`config.mk`:
```
export PLATFORM = sky130hd
export DESIGN_NAME = la_wave_reader
export DESIGN_NICKNAME = d
export VERILOG_FILES = /design/src/rtl/la_wave_reader_pkg.sv /design/src/rtl/la_wave_reader_raster_pos.sv /design/src/rtl/la_wave_reader.sv
export SDC_FILE = /design/constraint.sdc
export NUM_CORES = 1
export LEC_CHECK = 0
export ABC_AREA = 0
export CORE_MARGIN = 3
export CORE_UTILIZATION = 48
export CTS_BUF_LIST = sky130_fd_sc_hd__clkbuf_2
export DETAILED_ROUTE_END_ITERATION = 10
export PLACE_DENSITY = 0.83
export SETUP_SLACK_MARGIN = 0.1
export SYNTH_ARGS = -nofsm -noshare
export SYNTH_HDL_FRONTEND = slang
export SYNTH_SLANG_ARGS = --single-unit
```
`constraint.sdc`:
```
create_clock -name clk -period 1.72 [get_ports clk]
set_clock_uncertainty 0.2 [all_clocks]
set_input_delay 0.172 -clock clk [delete_from_list [all_inputs] [get_ports clk]]
set_output_delay 0.172 -clock clk [all_outputs]
set_load 0.02 [all_outputs]
```
`src/rtl/la_wave_reader_pkg.sv`:
```
// Shared constants, sample word type and display FSM states for the
// logic-analyzer wave reader.
package la_pkg;

  localparam int SAMPLES = 42;
  localparam int ADDR_W  = 6;
  localparam int CH      = 8;
  localparam int X0      = 10;
  localparam int Y0      = 0;
  localparam int CELL_W  = 15;
  localparam int LANE_H  = 60;
  localparam int ROW_HI  = 10;
  localparam int ROW_LO  = 50;

  localparam int LANE_W = $clog2(CH);
  localparam int ROW_W  = $clog2(LANE_H);
  localparam int COL_W  = $clog2(CELL_W);

  typedef logic [CH-1:0] sample_t;

  typedef enum logic {
    BLANK = 1'b0,
    SHOW  = 1'b1
  } la_state_t;

endpackage

```
`src/rtl/la_wave_reader_raster_pos.sv`:
```
// Raster position tracker: turns hcnt/vcnt into trace-area coordinates
// (sample index, lane, row-in-lane, first column of a cell) using counters.
module la_raster_pos
  import la_pkg::*;
(
  input  logic              clk,
  input  logic              rst,
  input  logic [10:0]       hcnt,
  input  logic [10:0]       vcnt,
  output logic              in_area,
  output logic [ADDR_W-1:0] idx,
  output logic [ADDR_W-1:0] addr,
  output logic [LANE_W-1:0] lane,
  output logic [ROW_W-1:0]  row,
  output logic              first
);

  localparam logic [10:0] H_LEN = 11'(SAMPLES * CELL_W);
  localparam logic [10:0] V_LEN = 11'(CH * LANE_H);

  logic [10:0]       h_rel;
  logic [10:0]       v_rel;
  logic              in_area_d;
  logic [COL_W-1:0]  col;
  logic [COL_W-1:0]  col_d;
  logic [ADDR_W-1:0] idx_d;
  logic [LANE_W-1:0] lane_d;
  logic [ROW_W-1:0]  row_d;

  // Offsets wrap to large values left of/above the origin, so one compare per axis.
  assign h_rel     = hcnt - 11'(X0);
  assign v_rel     = vcnt - 11'(Y0);
  assign in_area_d = (h_rel < H_LEN) && (v_rel < V_LEN);

  always_comb begin
    col_d  = col;
    idx_d  = idx;
    row_d  = row;
    lane_d = lane;
    if (hcnt == 11'(X0)) begin
      col_d = '0;
      idx_d = '0;
      if (vcnt == 11'(Y0)) begin
        row_d  = '0;
        lane_d = '0;
      end else if (row == ROW_W'(LANE_H - 1)) begin
        row_d = '0;
        if (lane != LANE_W'(CH - 1)) lane_d = lane + 1'b1;
      end else begin
        row_d = row + 1'b1;
      end
    end else if (col == COL_W'(CELL_W - 1)) begin
      col_d = '0;
      // Saturate so the reader never walks into unwritten RAM words.
      if (idx != ADDR_W'(SAMPLES - 1)) idx_d = idx + 1'b1;
    end else begin
      col_d = col + 1'b1;
    end
  end

  always_ff @(posedge clk or posedge rst) begin
    if (rst) begin
      in_area <= 1'b0;
      col     <= '0;
      idx     <= '0;
      addr    <= '0;
      lane    <= '0;
      row     <= '0;
      first   <= 1'b0;
    end else begin
      in_area <= in_area_d;
      col     <= col_d;
      idx     <= idx_d;
      lane    <= lane_d;
      row     <= row_d;
      first   <= (col_d == '0);
      if (in_area_d) addr <= idx_d;
    end
  end

endmodule

```
`src/rtl/la_wave_reader.sv`:
```
// Logic-analyzer wave reader: addresses the capture RAM from the raster and
// renders 8 stacked traces with 3-cycle latency. LA_WAVE_GRID_EN adds a grid.
module la_wave_reader
  import la_pkg::*;
(
  input  logic              clk,
  input  logic              rst,
  input  logic [10:0]       hcnt,
  input  logic [10:0]       vcnt,
  input  logic              de,
  input  logic              frame_start,
  input  logic              cap_done,
  input  logic [CH-1:0]     ram_q,
  output logic [ADDR_W-1:0] rd_addr,
  output logic              pix_on,
  output logic              pix_grid,
  output logic              de_out,
  output logic              show
);

  la_state_t state_q;
  la_state_t state_d;

  logic              s1_in_area;
  logic              s1_first;
  logic [ADDR_W-1:0] s1_idx;
  logic [LANE_W-1:0] s1_lane;
  logic [ROW_W-1:0]  s1_row;
  logic              s1_de;

  logic              s2_in_area;
  logic              s2_first;
  logic              s2_idx0;
  logic [LANE_W-1:0] s2_lane;
  logic [ROW_W-1:0]  s2_row;
  logic              s2_de;
  sample_t           prev_word;

  logic [LANE_W-1:0] bit_sel;
  logic              b;
  logic              pb;
  logic              on_d;

  la_raster_pos u_pos (
    .clk     (clk),
    .rst     (rst),
    .hcnt    (hcnt),
    .vcnt    (vcnt),
    .in_area (s1_in_area),
    .idx     (s1_idx),
    .addr    (rd_addr),
    .lane    (s1_lane),
    .row     (s1_row),
    .first   (s1_first)
  );

  // Display state only moves on frame_start so a frame is never torn.
  always_ff @(posedge clk or posedge rst) begin
    if (rst) state_q <= BLANK;
    else     state_q <= state_d;
  end

  always_comb begin
    state_d = state_q;
    if (frame_start) begin
      case (state_q)
        BLANK:   if (cap_done)  state_d = SHOW;
        SHOW:    if (!cap_done) state_d = BLANK;
        default: state_d = BLANK;
      endcase
    end
  end

  assign show = (state_q == SHOW);

  // prev_word holds the previous pixel's word; at a cell's first pixel that
  // is the previous sample. At sample 0 the current word stands in: no edge.
  always_comb begin
    bit_sel = LANE_W'(CH - 1) - s2_lane;
    b       = ram_q[bit_sel];
    pb      = s2_idx0 ? b : prev_word[bit_sel];
    on_d    = show && s2_in_area &&
              ((b && (s2_row == ROW_W'(ROW_HI))) ||
               (!b && (s2_row == ROW_W'(ROW_LO))) ||
               (s2_first && (b != pb) &&
                (s2_row >= ROW_W'(ROW_HI)) && (s2_row <= ROW_W'(ROW_LO))));
  end

  always_ff @(posedge clk or posedge rst) begin
    if (rst) begin
      s1_de      <= 1'b0;
      s2_de      <= 1'b0;
      de_out     <= 1'b0;
      s2_in_area <= 1'b0;
      s2_first   <= 1'b0;
      s2_idx0    <= 1'b0;
      s2_lane    <= '0;
      s2_row     <= '0;
      prev_word  <= '0;
      pix_on     <= 1'b0;
    end else begin
      s1_de      <= de;
      s2_de      <= s1_de;
      de_out     <= s2_de;
      s2_in_area <= s1_in_area;
      s2_first   <= s1_first;
      s2_idx0    <= (s1_idx == '0);
      s2_lane    <= s1_lane;
      s2_row     <= s1_row;
      prev_word  <= ram_q;
      pix_on     <= on_d;
    end
  end

`ifdef LA_WAVE_GRID_EN
  logic s1_h_even;
  logic s1_v_even;
  logic s2_grid;

  // Dotted grid: cell boundaries on even lines, lane tops on even columns.
  always_ff @(posedge clk or posedge rst) begin
    if (rst) begin
      s1_h_even <= 1'b0;
      s1_v_even <= 1'b0;
      s2_grid   <= 1'b0;
      pix_grid  <= 1'b0;
    end else begin
      s1_h_even <= ~hcnt[0];
      s1_v_even <= ~vcnt[0];
      s2_grid   <= s1_in_area &&
                   ((s1_first && s1_v_even) || ((s1_row == '0) && s1_h_even));
      pix_grid  <= s2_grid;
    end
  end
`else
  assign pix_grid = 1'b0;
`endif

endmodule

```
### Yosys cells after proc, flatten, opt, wreduce, memory -nomap -nowiden

Index checks and enable logic that the tools add are counted.

| word-level totals | value |
|---|---|
| flip-flop bits (word level) | 52 |
| output and inout bits | 10 |
| word-level logic and storage cells | 70 |

| cells by class | value |
|---|---|
| $add $sub $neg | 6 |
| $lt $le $gt $ge | 5 |
| equality and inequality tests | 8 |
| mux-type cells | 16 |
| reduce and logical (&&, ||, !) cells | 17 |

Operator list:

| kind | count |
|---|---|
| $mux 6 | 5 |
| $add 6x1->6 const B | 2 |
| $eq 6x6->1 const B | 2 |
| $eq 11x4->1 const B | 1 |
| $logic_not 11->1 | 1 |
| $lt 11x10->1 const B | 1 |
| $lt 11x9->1 const B | 1 |
| $sub 11x4->11 const B | 1 |
| $mux 3 | 3 |
| $logic_and 1x1->1 | 8 |
| $mux 4 | 2 |
| $bmux 1 s3 | 2 |
| $eq 6x4->1 const B | 1 |
| $ge 6x4->1 const B | 1 |
| $le 6x6->1 const B | 1 |
| $logic_not 6->1 | 1 |
| $ne 6x6->1 const B | 1 |
| $add 4x1->4 const B | 1 |
| $eq 4x4->1 const B | 1 |
| $logic_not 4->1 | 1 |
| $lt 3x4->1 const B | 1 |
| $mux 1 | 4 |
| $reduce_bool 2->1 | 2 |
| $add 3x1->3 const B | 1 |
| 6 further kinds | 7 |

### Depth between registers and ports, before layout

| depth | value |
|---|---|
| depth in word-level cells | 10 |
| depth in mapped cells | 6 |
| gate-level depth less buffers | 6 |

### Cells and area by module

Synthesis repeated with hierarchy kept, for this count alone.

| second synthesis, totals | value |
|---|---|
| cells, all modules | 191 |
| area total of the unflattened synthesis | 2377.3 um^2 |

By module, submodules not included:

| module | times used | cells each | area each (um^2) |
|---|---|---|---|
| la_raster_pos | 1 | 139 | 1480.2 |
| la_wave_reader | 1 | 52 | 897.1 |

### Worst setup path before layout

Ideal clock, no wire load.

| path | value |
|---|---|
| path kind | register to register |
| start | register s2_lane[1] |
| end | register pix_on |
| setup time | 0.128 ns |
| arrival | 1.560 ns |
| data required time | 1.392 ns |
| path slack | -0.168 ns |
| stages on the path, launching flop included | 5 |
| buffers on the path | 0 |
| clock period less this slack | 1.888 ns |
| path through | dfrtp_1 > mux4_1 > mux2_2 > a221oi_2 > a211oi_1 |

| between the ends | value |
|---|---|
| cells in the longest elaborated chain, start to end | 10 |
| elaborated cells on any way between the ends | 16 |
| classes of those cells | 1 x add/sub; 1 x eq/ne; 5 x mux; 9 x reduce/logical |

RTL lines:

| what | line | RTL |
|---|---|---|
| start, declared | la_wave_reader.sv:34 | `logic [LANE_W-1:0] s2_lane;` |
| start signal, assigned | la_wave_reader.sv:108 | `s2_lane <= s1_lane;` |
| $sub 3x3->3 * | la_wave_reader.sv:79 | `bit_sel = LANE_W'(CH - 1) - s2_lane;` |
| $bmux 1 s3, on equally long branches | la_wave_reader.sv:81, la_wave_reader.sv:80 |  |
| $mux 1, on equally long branches | la_wave_reader.sv:81, la_wave_reader.sv:80 |  |
| $mux 1 | la_wave_reader.sv:81 | `pb = s2_idx0 ? b : prev_word[bit_sel];` |
| $ne 1x1->1 | la_wave_reader.sv:85 | `(s2_first && (b != pb) &&` |
| $logic_and 1x1->1 (2 in a row) | la_wave_reader.sv:85 |  |
| $logic_and 1x1->1 | la_wave_reader.sv:86 | `(s2_row >= ROW_W'(ROW_HI)) && (s2_row <= ROW_W'(ROW_LO))));` |
| $logic_or 1x1->1 * | la_wave_reader.sv:84 | `(!b && (s2_row == ROW_W'(ROW_LO))) \|\|` |
| $logic_and 1x1->1 * | la_wave_reader.sv:82 | `on_d = show && s2_in_area &&` |
| named net on_d | la_wave_reader.sv:42 | `logic on_d;` |
| end signal, assigned | la_wave_reader.sv:111 | `pix_on <= on_d;` |
| end, declared | la_wave_reader.sv:15 | `output logic pix_on,` |

The timed path passes the listed nets; every way through them passes the cells marked *. The select of a mux whose other input is x is not followed.
A chain may end at the register's enable or synchronous reset.

### Worst setup path after layout

| path | value |
|---|---|
| start | register u_pos.idx[0] |
| end | register u_pos.addr[4] |

| between the ends | value |
|---|---|
| cells in the longest elaborated chain, start to end | 4 |
| elaborated cells on any way between the ends | 5 |
| classes of those cells | 1 x add/sub; 1 x eq/ne; 3 x mux |

RTL lines:

| what | line | RTL |
|---|---|---|
| start, declared | la_wave_reader_raster_pos.sv:11 | `output logic [ADDR_W-1:0] idx,` |
| start signal, assigned | la_wave_reader_raster_pos.sv:73 | `idx <= idx_d;` |
| $add 6x1->6 / $ne 6x6->1 (equally long branches) | la_wave_reader_raster_pos.sv:55 | `if (idx != ADDR_W'(SAMPLES - 1)) idx_d = idx + 1'b1;` |
| $mux 6 * | la_wave_reader_raster_pos.sv:55 |  |
| $mux 6 * | la_wave_reader_raster_pos.sv:52 | `end else if (col == COL_W'(CELL_W - 1)) begin` |
| $mux 6 * | la_wave_reader_raster_pos.sv:40 | `if (hcnt == 11'(X0)) begin` |
| named net u_pos.idx_d[4] | la_wave_reader_raster_pos.sv:26 | `logic [ADDR_W-1:0] idx_d;` |
| end signal, assigned | la_wave_reader_raster_pos.sv:77 | `if (in_area_d) addr <= idx_d;` |
| end, declared | la_wave_reader_raster_pos.sv:12 | `output logic [ADDR_W-1:0] addr,` |

The timed path passes the listed nets; every way through them passes the cells marked *.

==> impl_metrics.yaml <==
floorplan:
  num_rows: 24
  io_pins: 45
  dieWidth_um: 75.7
  die-area_sq_mm: 0.00573
  die_y_um: 75.7
  core-area_sq_mm: 0.00450
  initial_core_util: 0.517
sta:
  min_period_ns: 1.88
  min_period_over_period: 1.09
  drv_slew: 0
  setup_viol: 10
  hold_viol: 0
  rsz0062_at_grt: "yes"
  hold_slack_ns: 0.0722
  timing.fmax_ghz: 0.532
  setup_slack_ns: -0.159
placement:
  gp_congestion: 0.802
  dpl.hpwl_mm: 3.94
  port_buffers: 43
global_routing:
  grt_pass1_vias: 2032
  grt_overflow_total: 0
  grt_pass1_wl_mm: 9.34
  grt_antenna_before_repair: 0
  grt_max_degree: 27
  use_met3: 0.0409
  top_usage_layer: "met2"
  grt_usage: 0.218
  gr-usage-met2: 0.410
  met1_usage: 0.243
setup_path:
  crit_path_start_kind: "flop"
  path_cells: "ha_2, nand3_2, or3_4, a221oi_4, mux2_2"
  critPathKind: "reg -> reg"
  path_max_fanout: 3
  cp_data_required_time_ns: 1.93
  cp_slowest_cell: "dfrtp_1"
  cpPeakStageDelay_ns: 0.47
  end_kind: "flop"
  cp.arrival_ns: 2.09
  crit_buf_inv: 0
  path_delay_family: "flip-flops"
routing:
  dr.pass1.iters: 4
  num_vias: 1949
  via_per_inst: 5.80
  totalWireLength_mm: 6.14
  postRouteAntennaNets: 0
  drc: 0
  wl_per_cell_um: 18.3
  drt_iter0_drc: 89
power_and_ir_drop:
  p_sw_w: 0.00102
  leakagePower_nw: 1.47
  seqPwrFrac: 0.472
  power_per_cell_area_mw_per_mm2: 915
  ir_drop_v: 0.000581
  sw_frac_of_total: 0.324
  internal_power_w: 0.00213
  finalPower_w: 0.00316
  clkPwrFrac: 0.208
  pwr-share-comb: 0.320
cts:
  root_buffer: "clkbuf_2"
  cts_max_path_buffers: 2
  clkLatencyLatePin_ns: 0.46
  clock_sinks: 52
  path_clk_slew_ns: 0.28
  cts_tree: "built"
  cts_buffers: 5
  htreeDepth: 2
yosys:
  syn_inst: 193
  syn-num-nets: 234
  netlist_area_sq_mm: 0.00233
  avgSynthCellArea_sq_um: 12.1
  yosys-top-cells-area: "dfrtp_1, mux4_1, ha_1"
  synthArstFlopShare: 1.00
  synth_edf_count: 0
  synthFlopType: "dfrtp_1"
  yosys_warnings: 0
  yosysTopAreaCell: "dfrtp_1"
  synth_top_area_share: 0.559
  ys_ff_latch: 52
  ys_types: 45
  synth_seq_area_share: 0.559
outcome:
  status: "complete, but fails checks"
  violations: "negative setup slack"
finish:
  final_layout_size_suffix_gt1_frac: 0.342
  area_delta_synth_final_pct: 48.0
  nNetsFinal: 324
  final_common_cell: "dfrtp_1"
  most-common-layout-cells: "dfrtp_1, clkdlybuf4s50_1, buf_4"
  antenna_cells: 0
hold_path:
  hold_path_class: "in -> reg"
job:
  maxCapViolCount: 0
-- flip-flops by register name, summed over array words and instances, names as in the netlist, 3 cells and up --
name,flops
s2_row,6
u_pos.addr,6
u_pos.row,6
u_pos.col,4
prev_word,8
s2_lane,3
u_pos.idx,6
u_pos.lane,3
-- worst paths after layout --
path | from | end | slack (ns) | cells after the start
hold / removal | ram_q[2] | prev_word[2] | 0.07 | 2
max in group asynchronous | rst | s2_lane[2] | 0.49 | 4
setup reg to reg | u_pos.idx[0] | u_pos.addr[4] | -0.16 | 5
min in group asynchronous | rst | u_pos.row[3] | 0.34 | 3
setup / recovery | u_pos.idx[0] | u_pos.addr[4] | -0.16 | 5
hold reg to reg | s2_de | de_out | 0.18 | 0
-- cells by family (layout without fill, tap and decap cells) --
| family | Yosys count | count (layout) | share of synthesized area |
|---|---|---|---|
| multiplexers | 15 | 15 | 0.0956 |
| adder cells (fa/ha/maj) | 6 | 6 | 0.0322 |
| other | 1 | 1 | 0.00161 |
| XOR/XNOR | 1 | 1 | 0.00376 |
| AO/OA/AOI/OAI | 40 | 40 | 0.116 |
| flip-flops | 52 | 52 | 0.559 |
| AND/OR/NAND/NOR | 63 | 63 | 0.157 |
| buffers and inverters | 15 | 106 | 0.0349 |
-- cell usage after synthesis (3+ instances only) --
library cell and n:
mux4_1 4, ha_1 6, mux2i_1 5, nand3_1 10, nor4_1 3, mux2_2 6, a21oi_1 8, o31ai_1 5
o21ai_0 13, dfrtp_1 52, inv_1 9, nand2_1 11, nor2_1 11, nand4_1 4, or3_1 3
-- area by class of cell --
| type | instances | area, sq um |
|---|---|---|
| Clock inverter | 3 | 46.3 |
| Multi-Input combinational cell | 126 | 1160 |
| Timing Repair Buffer | 89 | 810 |
| Fill cell | 281 | 1060 |
| Clock buffer | 5 | 25.0 |
| Sequential cell | 52 | 1300 |
| Inverter | 9 | 37.5 |
| Tap cell | 52 | 65.1 |
-- stage by stage --
stage	area [sq um]	utilization	setup TNS (ns)	setup slack [ns]	std cells
2_1_floorplan	2350	-	-0.102	-0.102	193
3_3_place_gp	3040	0.674	-6.65	-0.370	312
3_5_place_dp	3040	0.674	-7.69	-0.432	312
4_1_cts	3330	0.740	-0.343	-0.168	334
5_1_grt	3450	0.765	-1.51	-0.202	336
6_report	3450	0.765	-0.779	-0.159	336
-- timing repair --
action	4_1_cts	5_1_grt
hold buffers	7	0
setup buffers	7	2
pin swaps	8	8
setup endpoints to repair	26	28
gates resized for setup	31	29
cloned	0	0
hold endpoints to repair	20	0
-- power by group through the flow --
| stage | clock (W) | sequential (W) | combinational [W] |
|---|---|---|---|
| after floorplan | 0 | 0.00154 | 0.000342 |
| after global routing | 0.000706 | 0.00150 | 0.00107 |
| final | 0.000656 | 0.00149 | 0.00101 |
| after detailed placement | 0 | 0.00150 | 0.000743 |
| after CTS | 0.000667 | 0.00148 | 0.000877 |
| after global placement | 0 | 0.00150 | 0.000702 |
-- layer usage --
layer | wire length (um) | up-vias
met5 | 0 | -
met4 | 121 | 0
met3 | 225 | 14
met2 | 3400 | 57
met1 | 2390 | 980
li1 | - | 898
-- worst reg2reg max path: stages, from the launching register on --
cell      delay, ns
dfrtp_1        0.47
ha_2           0.21
nand3_2        0.08
or3_4          0.36
a221oi_4       0.32
mux2_2         0.20
Power figures use the tool's default switching activity.
